[src/rtl/tile_addr_gen.sv]
// Streams per-lane element addresses for a tiled sweep (rep, tile row, k); one beat per cycle, outputs registered.
// Beats are held stable while out_ready is low; loop state only advances when a beat is accepted.
module tile_addr_gen #(
  parameter int LANES  = 8,
  parameter int ADDR_W = 18,
  parameter int DIM_W  = 12,
  parameter int REP_W  = 6
) (
  input  logic                    clk,
  input  logic                    rst,
  input  logic                    start,
  input  logic                    abort,
  input  logic [ADDR_W-1:0]       cfg_base,
  input  logic [DIM_W-1:0]        cfg_rows,
  input  logic [DIM_W-1:0]        cfg_cols,
  input  logic [DIM_W-1:0]        cfg_ld,
  input  logic [REP_W-1:0]        cfg_repeat,
  output logic                    out_valid,
  input  logic                    out_ready,
  output logic [LANES*ADDR_W-1:0] out_addr,
  output logic [LANES-1:0]        out_lane_valid,
  output logic [DIM_W-1:0]        out_tile_row,
  output logic [DIM_W-1:0]        out_k,
  output logic                    out_last_k,
  output logic                    out_last,
  output logic                    busy,
  output logic                    done
);

  typedef enum logic [1:0] {S_IDLE, S_RUN, S_DONE} state_t;

  state_t state;

  logic [ADDR_W-1:0] base_q;
  logic [DIM_W-1:0]  rows_q;
  logic [DIM_W-1:0]  cols_q;
  logic [DIM_W-1:0]  ld_q;
  logic [REP_W-1:0]  rep_q;

  // Loop state for the beat currently on the outputs.
  logic [ADDR_W-1:0] row_base;
  logic [DIM_W-1:0]  rows_rem;
  logic [REP_W-1:0]  rep_cnt;

  logic              idle;
  logic              fire;
  logic              zero_cfg;
  logic              accept;
  logic              load;

  logic [DIM_W-1:0]  cols_s;
  logic [DIM_W-1:0]  ld_s;
  logic [REP_W-1:0]  rep_s;

  logic [ADDR_W-1:0] ld_ext;
  logic [ADDR_W-1:0] acc;
  logic [ADDR_W-1:0] tile_step;
  logic [ADDR_W-1:0] lane_off [LANES];

  logic [DIM_W-1:0]  nk;
  logic [DIM_W-1:0]  ntr;
  logic [ADDR_W-1:0] nrb;
  logic [DIM_W-1:0]  nrr;
  logic [REP_W-1:0]  nrep;

  logic [LANES*ADDR_W-1:0] n_addr;
  logic [LANES-1:0]        n_lane_valid;
  logic                    n_last_k;
  logic                    n_last;

  assign idle     = (state == S_IDLE);
  assign fire     = out_valid && out_ready;
  assign zero_cfg = (cfg_rows == '0) || (cfg_cols == '0) || (cfg_repeat == '0);
  assign accept   = idle && start && !abort;
  assign load     = (accept && !zero_cfg) ||
                    ((state == S_RUN) && !abort && fire && !out_last);

  // The first beat is computed straight from the cfg inputs on the accept cycle.
  assign cols_s = idle ? cfg_cols   : cols_q;
  assign ld_s   = idle ? cfg_ld     : ld_q;
  assign rep_s  = idle ? cfg_repeat : rep_q;

  // Lane offsets i*ld by running sum; the sum after the last lane is the tile-row step.
  always_comb begin
    ld_ext = ADDR_W'(ld_s);
    acc    = '0;
    for (int i = 0; i < LANES; i++) begin
      lane_off[i] = acc;
      acc         = acc + ld_ext;
    end
    tile_step = acc;
  end

  always_comb begin
    nk   = '0;
    ntr  = '0;
    nrb  = cfg_base;
    nrr  = cfg_rows;
    nrep = '0;
    if (!idle) begin
      nk   = out_k + DIM_W'(1);
      ntr  = out_tile_row;
      nrb  = row_base;
      nrr  = rows_rem;
      nrep = rep_cnt;
      if (out_last_k) begin
        nk = '0;
        if (rows_rem <= DIM_W'(LANES)) begin
          ntr  = '0;
          nrb  = base_q;
          nrr  = rows_q;
          nrep = rep_cnt + REP_W'(1);
        end else begin
          ntr = out_tile_row + DIM_W'(1);
          nrb = row_base + tile_step;
          nrr = rows_rem - DIM_W'(LANES);
        end
      end
    end
  end

  always_comb begin
    n_last_k = (nk == cols_s - DIM_W'(1));
    n_last   = n_last_k && (nrr <= DIM_W'(LANES)) && (nrep == rep_s - REP_W'(1));
    for (int i = 0; i < LANES; i++) begin
      n_addr[i*ADDR_W +: ADDR_W] = nrb + lane_off[i] + ADDR_W'(nk);
      n_lane_valid[i]            = (nrr > DIM_W'(i));
    end
  end

  always_ff @(posedge clk) begin
    if (rst) begin
      base_q         <= '0;
      rows_q         <= '0;
      cols_q         <= '0;
      ld_q           <= '0;
      rep_q          <= '0;
      row_base       <= '0;
      rows_rem       <= '0;
      rep_cnt        <= '0;
      out_addr       <= '0;
      out_lane_valid <= '0;
      out_tile_row   <= '0;
      out_k          <= '0;
      out_last_k     <= 1'b0;
      out_last       <= 1'b0;
    end else begin
      if (accept) begin
        base_q <= cfg_base;
        rows_q <= cfg_rows;
        cols_q <= cfg_cols;
        ld_q   <= cfg_ld;
        rep_q  <= cfg_repeat;
      end
      if (load) begin
        row_base       <= nrb;
        rows_rem       <= nrr;
        rep_cnt        <= nrep;
        out_addr       <= n_addr;
        out_lane_valid <= n_lane_valid;
        out_tile_row   <= ntr;
        out_k          <= nk;
        out_last_k     <= n_last_k;
        out_last       <= n_last;
      end
    end
  end

  always_ff @(posedge clk) begin
    if (rst) begin
      state     <= S_IDLE;
      out_valid <= 1'b0;
      busy      <= 1'b0;
      done      <= 1'b0;
    end else begin
      case (state)
        S_IDLE: begin
          done <= 1'b0;
          if (accept) begin
            if (zero_cfg) begin
              state <= S_DONE;
              done  <= 1'b1;
            end else begin
              state     <= S_RUN;
              out_valid <= 1'b1;
              busy      <= 1'b1;
            end
          end
        end
        S_RUN: begin
          if (abort) begin
            state     <= S_IDLE;
            out_valid <= 1'b0;
            busy      <= 1'b0;
          end else if (fire && out_last) begin
            state     <= S_DONE;
            out_valid <= 1'b0;
            busy      <= 1'b0;
            done      <= 1'b1;
          end
        end
        default: begin
          state     <= S_IDLE;
          out_valid <= 1'b0;
          busy      <= 1'b0;
          done      <= 1'b0;
        end
      endcase
    end
  end

endmodule

[config.mk]
export PLATFORM = sky130hd
export DESIGN_NAME = tile_addr_gen
export DESIGN_NICKNAME = d
export VERILOG_FILES = /design/src/rtl/tile_addr_gen.sv
export SDC_FILE = /design/constraint.sdc
export NUM_CORES = 1
export LEC_CHECK = 0
export ABC_AREA = 1
export ABC_CLOCK_PERIOD_IN_PS = 12380
export CORE_MARGIN = 3
export CORE_UTILIZATION = 53
export DETAILED_ROUTE_END_ITERATION = 8
export PLACE_DENSITY = 0.79
export SYNTH_ARGS = -nofsm -noshare
export SYNTH_HDL_FRONTEND = slang
export SYNTH_SLANG_ARGS = --single-unit
[constraint.sdc]
create_clock -name clk -period 12.38 [get_ports clk]
set_input_delay 2.476 -clock clk [delete_from_list [all_inputs] [get_ports clk]]
set_output_delay 2.476 -clock clk [all_outputs]
set_load 0.05 [all_outputs]
Word level (Yosys, flattened, before mapping). Index checks and enable logic that the tools add are counted.

Bits in registers: 278. Input port bits: 65. Output and inout port bits: 181. Word-level logic and storage cells: 121.

$add $sub $neg: 29. Order comparisons: 10. Eq/ne operators: 8. Muxes and demuxes: 32. Reductions and logical operators: 25.

Operator list (number): 18-bit by 12-bit adder with 18-bit output (10); 12-bit 2-to-1 mux (10); 18-bit 2-to-1 mux (3); 12-bit by 3-bit > comparator with 1-bit output (second input constant) (4); 18-bit adder (2); 12-bit by 1-bit adder with 12-bit output (second input constant) (2); 12-bit by 1-bit > comparator with 1-bit output (second input constant) (2); 12-bit by 2-bit > comparator with 1-bit output (second input constant) (2); 12-bit by 4-bit less-or-equal comparator with 1-bit output (second input constant) (2); 12-bit logical NOT (2); 6-bit 2-to-1 mux (4); 17-bit by 12-bit adder with 18-bit output (1); 18-bit by 13-bit adder with 18-bit output (1); 18-bit by 14-bit adder with 18-bit output (1); 18-bit by 15-bit adder with 18-bit output (1); 18-bit by 16-bit adder with 18-bit output (1); 18-bit by 17-bit adder with 18-bit output (1); 16-bit by 12-bit adder with 17-bit output (1); 15-bit by 12-bit adder with 16-bit output (1); 14-bit by 12-bit adder with 15-bit output (1); 13-bit by 12-bit adder with 14-bit output (1); 12-bit by 12-bit adder with 13-bit output (1); 12-bit equality test (1); 12-bit by 1-bit subtractor with 12-bit output (second input constant) (1); 20 further kinds (48).

Longest topological paths before layout. Gate-level depths: netlist (run 1).

Word-level depth: 15. Mapped depth: 66. Mapped depth without buffers: 66.

Worst setup path before layout (run 1). No wires, ideal clock.

Kind: input -> register. Start: input port cfg_ld[7]. End: register out_addr[89]. Arrival time: 11.673 ns. Setup slack: 0.593 ns. Cell stages on the path: 48. Cell sequence: or2_2 -> o21ai_0 -> inv_1 -> ha_1 -> nand3_1 -> nor3_1 -> a21o_1 -> xor2_1 -> inv_1 -> ha_1 -> a21oi_1 -> o21ai_0 -> or2_2 -> xor2_1 -> ha_1 -> nand2_1 -> nor2_1 -> a211oi_1 -> [... 12 more ...] -> inv_1 -> ha_1 -> nand2_1 -> o21ai_0 -> xor2_1 -> nand2_1 -> a31oi_1 -> ha_1 -> ha_1 -> inv_1 -> o31ai_1 -> a21oi_1 -> o21ai_0 -> a21oi_1 -> nor2_1 -> xor2_1 -> o21bai_1 -> inv_1.

Cells in the longest elaborated chain, start to end: 14.

RTL lines: start: declaration (RTL line 16) `input logic [DIM_W-1:0] cfg_ld,`; 12-bit 2-to-1 mux * (RTL line 80) `assign ld_s = idle ? cfg_ld : ld_q;`; 12-bit by 12-bit adder with 13-bit output (RTL line 89) `acc = acc + ld_ext;`; 13-bit by 12-bit adder with 14-bit output (RTL line 89); 14-bit by 12-bit adder with 15-bit output (RTL line 89); 15-bit by 12-bit adder with 16-bit output (RTL line 89); 16-bit by 12-bit adder with 17-bit output (RTL line 89); 17-bit by 12-bit adder with 18-bit output (RTL line 89); 18-bit by 12-bit adder with 18-bit output * (RTL line 89); 18-bit adder * (RTL line 115) `nrb = row_base + tile_step;`; 18-bit 2-to-1 mux * (RTL line 108) `if (rows_rem <= DIM_W'(LANES)) begin`; 18-bit 2-to-1 mux * (RTL line 106) `if (out_last_k) begin`; 18-bit 2-to-1 mux * (RTL line 100) `if (!idle) begin`; net nrb[12] (RTL line 62) `logic [ADDR_W-1:0] nrb;`; 18-bit by 15-bit adder with 18-bit output * (RTL line 126) `n_addr[i*ADDR_W +: ADDR_W] = nrb + lane_off[i] + ADDR_W'(nk);`; 18-bit by 12-bit adder with 18-bit output * (RTL line 126); end signal: assignment (RTL line 159) `out_addr <= n_addr;`; end: declaration (RTL line 20) `output logic [LANES*ADDR_W-1:0] out_addr,`.

The timed path passes the listed nets; every way through them passes the cells marked *. A chain may end at the register's enable or synchronous reset.

Worst setup path after layout (run 1).
Start: input port cfg_ld[2]. End: register out_addr[125].

Cells in the longest elaborated chain, start to end: 14.

RTL lines (RTL line): 12-bit 2-to-1 mux * (80); 12-bit by 12-bit adder with 13-bit output (89); 13-bit by 12-bit adder with 14-bit output (89); 14-bit by 12-bit adder with 15-bit output (89); 15-bit by 12-bit adder with 16-bit output (89); 16-bit by 12-bit adder with 17-bit output (89); 17-bit by 12-bit adder with 18-bit output (89); 18-bit by 12-bit adder with 18-bit output * (89); 18-bit adder * (115); 18-bit 2-to-1 mux * (108); 18-bit 2-to-1 mux * (106); 18-bit 2-to-1 mux * (100); net nrb[10] (62); 18-bit by 17-bit adder with 18-bit output * (126); 18-bit by 12-bit adder with 18-bit output * (126).

Marked as above.

==> results of run 1 <==
-- kinds of logic after synthesis --
family                     share of synthesized area, %
AOI/OAI and AO/OA                                 20.69
xor gates and xnor gates                          7.709
adders and majority gates                         19.94
buffers and inverters                             8.984
DFF                                               24.40
muxes                                            0.1366
other                                           0.01705
and+or+nand+nor                                   18.13
-- stage by stage --
step	hold slack (ns)	TNS, ns	instances	area, µm²	utilization, %
after floorplan	0.4245	0	3014	22010	-
after global placement	0.4376	0	3856	26070	64.58
after detailed placement	0.4479	-0.3908	3856	26070	64.58
after CTS	0.4573	0	3912	27170	67.29
after global routing	0.4880	-0.05736	3918	27410	67.90
final	0.4530	0	3919	27420	67.91
-- cells in the mapped netlist, drive strengths merged (21+ instances only) --
| cell | n |
|---|---|
| nand2 | 444 |
| clkbuf | 97 |
| a31oi | 27 |
| xnor2 | 55 |
| nor2 | 234 |
| ha | 216 |
| a211oi | 23 |
| a21oi | 337 |
| o22ai | 22 |
| inv | 394 |
| o21bai | 29 |
| nand3 | 139 |
| nor3 | 27 |
| xor2 | 136 |
| dfxtp | 268 |
| o21ai | 329 |
| fa | 84 |
| or2 | 21 |
-- final cells by class --
| cell class | instances | area, µm² | share of cell area [%] |
|---|---|---|---|
| tap | 525 | 656.9 | 2.396 |
| inverter | 396 | 1491 | 5.440 |
| clock buffer | 39 | 854.6 | 3.117 |
| antenna | 1 | 2.502 | 0.009128 |
| clock inverter | 17 | 239.0 | 0.8717 |
| sequential | 268 | 5365 | 19.57 |
| multi-input combinational | 2233 | 14890 | 54.31 |
| timing repair buffer | 440 | 3916 | 14.29 |
-- state kept, by name (all words and copies together), names as in the netlist --
name and flops:
out_addr 134, base_q 18, row_base 18, cols_q 12, ld_q 12, out_k 12
out_tile_row 12, rows_q 12, rows_rem 12, out_lane_valid 8, rep_cnt 6, rep_q 6
state 2, busy 1, done 1, out_last 1, out_last_k 1
-- per-layer routing --
metal  up-vias  track usage, %  part of all wire [%]
met5         -               0                     0
met4         0           11.71                   3.8
met3       156           4.709                   7.2
met2       805           54.73                    47
met1     10620           42.40                    42
li1      10750               -                     -
-- worst max-delay path, delay by kind of cell --
| kind | cells | cell delay, ns |
|---|---|---|
| buffers and inverters | 10 | 1.48 |
| AO/OA/AOI/OAI | 12 | 1.74 |
| AND/OR/NAND/NOR | 16 | 1.67 |
| adder cells (fa/ha/maj) | 9 | 3.20 |
| XOR/XNOR | 8 | 1.56 |
-- what timing repair did --
item / 4_1_cts / 5_1_grt
hold buffers: 0 / 0
resized for setup: 0 / 41
endpoints found under the setup margin: 0 / 30
buffers inserted: 0 / 6
-- worst paths after layout --
path	from	cells past startpoint	endpoint	slack (ns)
setup reg to reg	state[0]	55	out_addr[125]	1.96
hold / removal	cols_q[1]	2	cols_q[1]	0.45
setup / recovery	cfg_ld[2]	55	out_addr[125]	0.67
hold reg to reg	cols_q[1]	2	cols_q[1]	0.45
==> flow_summary.json, run 1 <==
{
  "cts_root_buf": "clkbuf_16",
  "dr.first_iter.drc_count": 1980,
  "yosys.area.top_type": "dfxtp_1",
  "setup_violations": 0,
  "dieArea_mm2": 0.04397,
  "ys_seq_area_share_pct": 24.40,
  "final_common_cell": "nand2_1",
  "fp.coreArea_mm2": 0.04037,
  "clk_pin_slew_ns": 0.07,
  "die_y_um": 209.7,
  "grt_use_total_pct": 32.45,
  "path_common_cell": "nand2_1",
  "drive_gt1_share_pct": 11.49,
  "max_slew_margin_pct": 20.22,
  "num_rows": 73,
  "start_kind": "primary input",
  "fin_crit_ns": 11.71,
  "synth_area_mm2": 0.02199,
  "clock_latency_ns": 0.58,
  "synthTopCellsByArea": "dfxtp_1 (24%), ha_1 (12%), a21oi_1 (7.7%), fa_1 (7.6%), o21ai_0 (7.2%)",
  "fmax_ghz": 0.08537,
  "tightest_slew_ns": 1.184,
  "grt_pass1_wl_um": 115900,
  "wl_um": 73790,
  "min_path_type": "register to register",
  "routabilityCongestion": 0.9929,
  "critical_path_class": "primary input to register",
  "cts-htree-levels": 1,
  "routedWlPerCell_um": 18.83,
  "synth_edf_count": 0,
  "syn_inst": 3010,
  "layout_setup_ws_ns": 0.6665,
  "async_reset_ff_share_pct": 0,
  "slowest_stage": "clkdlybuf4s50_1",
  "layout_common_cells": "nand2_1 (407), inv_1 (373), a21oi_1 (334), o21ai_0 (311), dfxtp_1 (268)",
  "placement.io_buffers": 245,
  "dp_hpwl_um": 57030,
  "yosys_register_bits": 268,
  "synth_flop_cell": "dfxtp_1",
  "cts.sinks": 268,
  "required_ns": 12.82,
  "worstPathArrival_ns": 12.15,
  "clockBufferDepth": 3,
  "ant_nets": 0,
  "yosys_warnings": 0,
  "die_w_um": 209.7,
  "final-hold-violation-count": 0,
  "cp-end-kind": "register",
  "clock_skew_ns": 0.01136,
  "drc_errors": 0,
  "slowest_delay_ns": 0.47,
  "final.fill_count": 3457,
  "cap_violations": 0,
  "netlist.area_leader.share_pct": 24.40,
  "cts_made_buffers": 30,
  "grt_pass1_vias": 22190,
  "grt-ovfl-total": 0,
  "path_max_fanout": 8,
  "ioPinCount": 246,
  "grt_max_degree": 149,
  "synth_cell_types": 60,
  "dp_slack_ns": -0.1020,
  "syn_area_per_cell_um2": 7.306,
  "antenna_found_initial": 0,
  "period_share_pct": 94.62,
  "cts_tree": "yes",
  "maxSlewViolCount": 0,
  "vias": 22330,
  "area_growth_pct": 24.66,
  "firstDrtPassIters": 6,
  "initial_utilization_pct": 54.47,
  "fin_nets": 3734,
  "via_per_inst": 5.697,
  "status": "finished clean"
}
Power of run 1 is not shown: default switching activity piles up to over one toggle a cycle in this logic, so the estimate is an artifact.
==> run 2, diff against run 1 <==
- CORE_MARGIN: 3 -> default
==> flow_summary.json, run 2 (synthesized netlist as in run 1, its figures left out) <==
{
  "worstPathArrival_ns": 12.25,
  "placement.io_buffers": 245,
  "final-hold-violation-count": 0,
  "ioPinCount": 246,
  "critical_path_class": "primary input to register",
  "dr.first_iter.drc_count": 1717,
  "tightest_slew_ns": 1.081,
  "max_slew_margin_pct": 27.20,
  "die_w_um": 205.7,
  "wl_met3_um": 5495,
  "start_kind": "primary input",
  "clock_skew_ns": 0.02304,
  "top_layer_used": "met4",
  "fp.coreArea_mm2": 0.04083,
  "final.fill_count": 3550,
  "seqCellArea_mm2": 0.005365,
  "final_common_cell": "nand2_1",
  "clk_pin_slew_ns": 0.06,
  "clock_latency_ns": 0.62,
  "path_max_fanout": 5,
  "dieArea_mm2": 0.04231,
  "vias": 22170,
  "largest_reg_flops": 134,
  "wl_met1_um": 32370,
  "antenna_found_initial": 0,
  "holdPathEnd": "rows_q[7]",
  "period_share_pct": 94.77,
  "fmax_ghz": 0.08523,
  "worst_r2r_path_depth": 49,
  "via_per_inst": 5.675,
  "hold_start": "rows_q[7]",
  "diodes": 0,
  "holdPathStages": 2,
  "clockBufferDepth": 3,
  "slowest_delay_ns": 0.47,
  "ant_nets": 0,
  "setup_violations": 0,
  "slowest_stage": "fa_1",
  "required_ns": 12.90,
  "utilization_pct": 66.69,
  "dp_hpwl_um": 57740,
  "maxSlewViolCount": 0,
  "die_y_um": 205.7,
  "firstDrtPassIters": 8,
  "drive_gt1_share_pct": 10.49,
  "status": "finished clean",
  "cts.sinks": 268,
  "fin_crit_ns": 11.73,
  "largest-register": "out_addr",
  "num_rows": 74,
  "cts_tree": "yes",
  "grt-ovfl-total": 0,
  "wl_um": 74360,
  "min_path_type": "register to register",
  "grt_use_total_pct": 34.85,
  "cts_root_buf": "clkbuf_16",
  "initial_utilization_pct": 53.86,
  "r2r-end": "out_addr[89]",
  "grt_pass1_vias": 21600,
  "multiInputGateArea_mm2": 0.01480,
  "cts_hold_buf": 0,
  "cp-end-kind": "register",
  "wl_met2_um": 33400,
  "routabilityCongestion": 0.9571,
  "cap_violations": 0,
  "area_growth_pct": 23.83,
  "r2r_setup_slack_ns": 1.63,
  "path_common_cell": "ha_1",
  "grt_pass1_wl_um": 114700,
  "largestRegisters": "out_addr (134), base_q (18), row_base (18)",
  "grt_max_degree": 202,
  "fin_nets": 3714,
  "drc_errors": 0,
  "routedWlPerCell_um": 19.04,
  "cts-htree-levels": 1,
  "layout_common_cells": "nand2_1 (408), inv_1 (374), a21oi_1 (336), o21ai_0 (310), dfxtp_1 (268)",
  "cts_made_buffers": 31,
  "r2r_start": "state[1]"
}
==> run 2: cell count changes in the layout (fill, tap and decap cells not counted), moves of 3 or more <==
cell / previous run / this run
ha_1: 210 / 213
buf_4: 195 / 172
nand2_4: 5 / 8
xor2_2: 9 / 5
xor2_1: 126 / 131
clkinv_2: 5 / 9
clkbuf_8: 7 / 3
nand2_2: 31 / 28
==> run 2: worst max-delay path by stage <==
stage | startpoint | slack (ns) | end | cells after the start
3_5_place_dp | cfg_ld[7] | -0.27 | out_addr[70] | 58
5_1_grt | cfg_ld[2] | -0.006 | out_addr[124] | 56
6_report | cfg_ld[7] | 0.65 | out_addr[89] | 49
4_1_cts | cfg_ld[7] | 0.33 | out_addr[70] | 58
3_3_place_gp | cfg_ld[7] | 0.15 | out_addr[125] | 57
2_1_floorplan | cfg_ld[7] | 0.59 | out_addr[89] | 48
==> run 2: metrics by stage <==
stage | hold WS [ns] | setup WS (ns) | instances | setup TNS (ns) | cell area [µm²]
final | 0.4556 | 0.6469 | 3906 | 0 | 27230
after global routing | 0.4815 | -0.005537 | 3906 | -0.005537 | 27230
after CTS | 0.4557 | 0.3254 | 3896 | 0 | 27050
after detailed placement | 0.4472 | -0.2685 | 3838 | -1.970 | 25900
after global placement | 0.4354 | 0.1479 | 3838 | 0 | 25900
after floorplan | 0.4245 | 0.5935 | 3014 | 0 | 22010
==> run 2: final cells by class <==
type	count	share of cell area (%)
Multi-Input combinational cell	2234	54.36
Inverter	396	5.468
Timing Repair Buffer	418	13.83
Clock inverter	23	1.185
Sequential cell	268	19.70
Clock buffer	35	3.014
Tap cell	532	2.444
==> run 2: routing by layer <==
metal / global-route usage (%) / vias to the layer above
li1: - / 10720
met1: 45.97 / 10540
met4: 14.07 / 0
met5: 0 / -
met2: 56.48 / 756
met3: 5.654 / 148
==> run 2: repair_timing <==
| item | in CTS | in global routing |
|---|---|---|
| gates resized for setup | 0 | 25 |
| endpoints found under the setup margin | 0 | 28 |
| buffers inserted | 0 | 9 |
==> run 2: critical path: cells and delay by family <==
family	cells	cell delay, ns
xor gates and xnor gates	6	1.04
AOI/OAI and AO/OA	12	2.44
buffers and inverters	10	1.24
and+or+nand+nor	12	1.87
adders and majority gates	9	3.16
Power of run 2 is left out for the same reason.
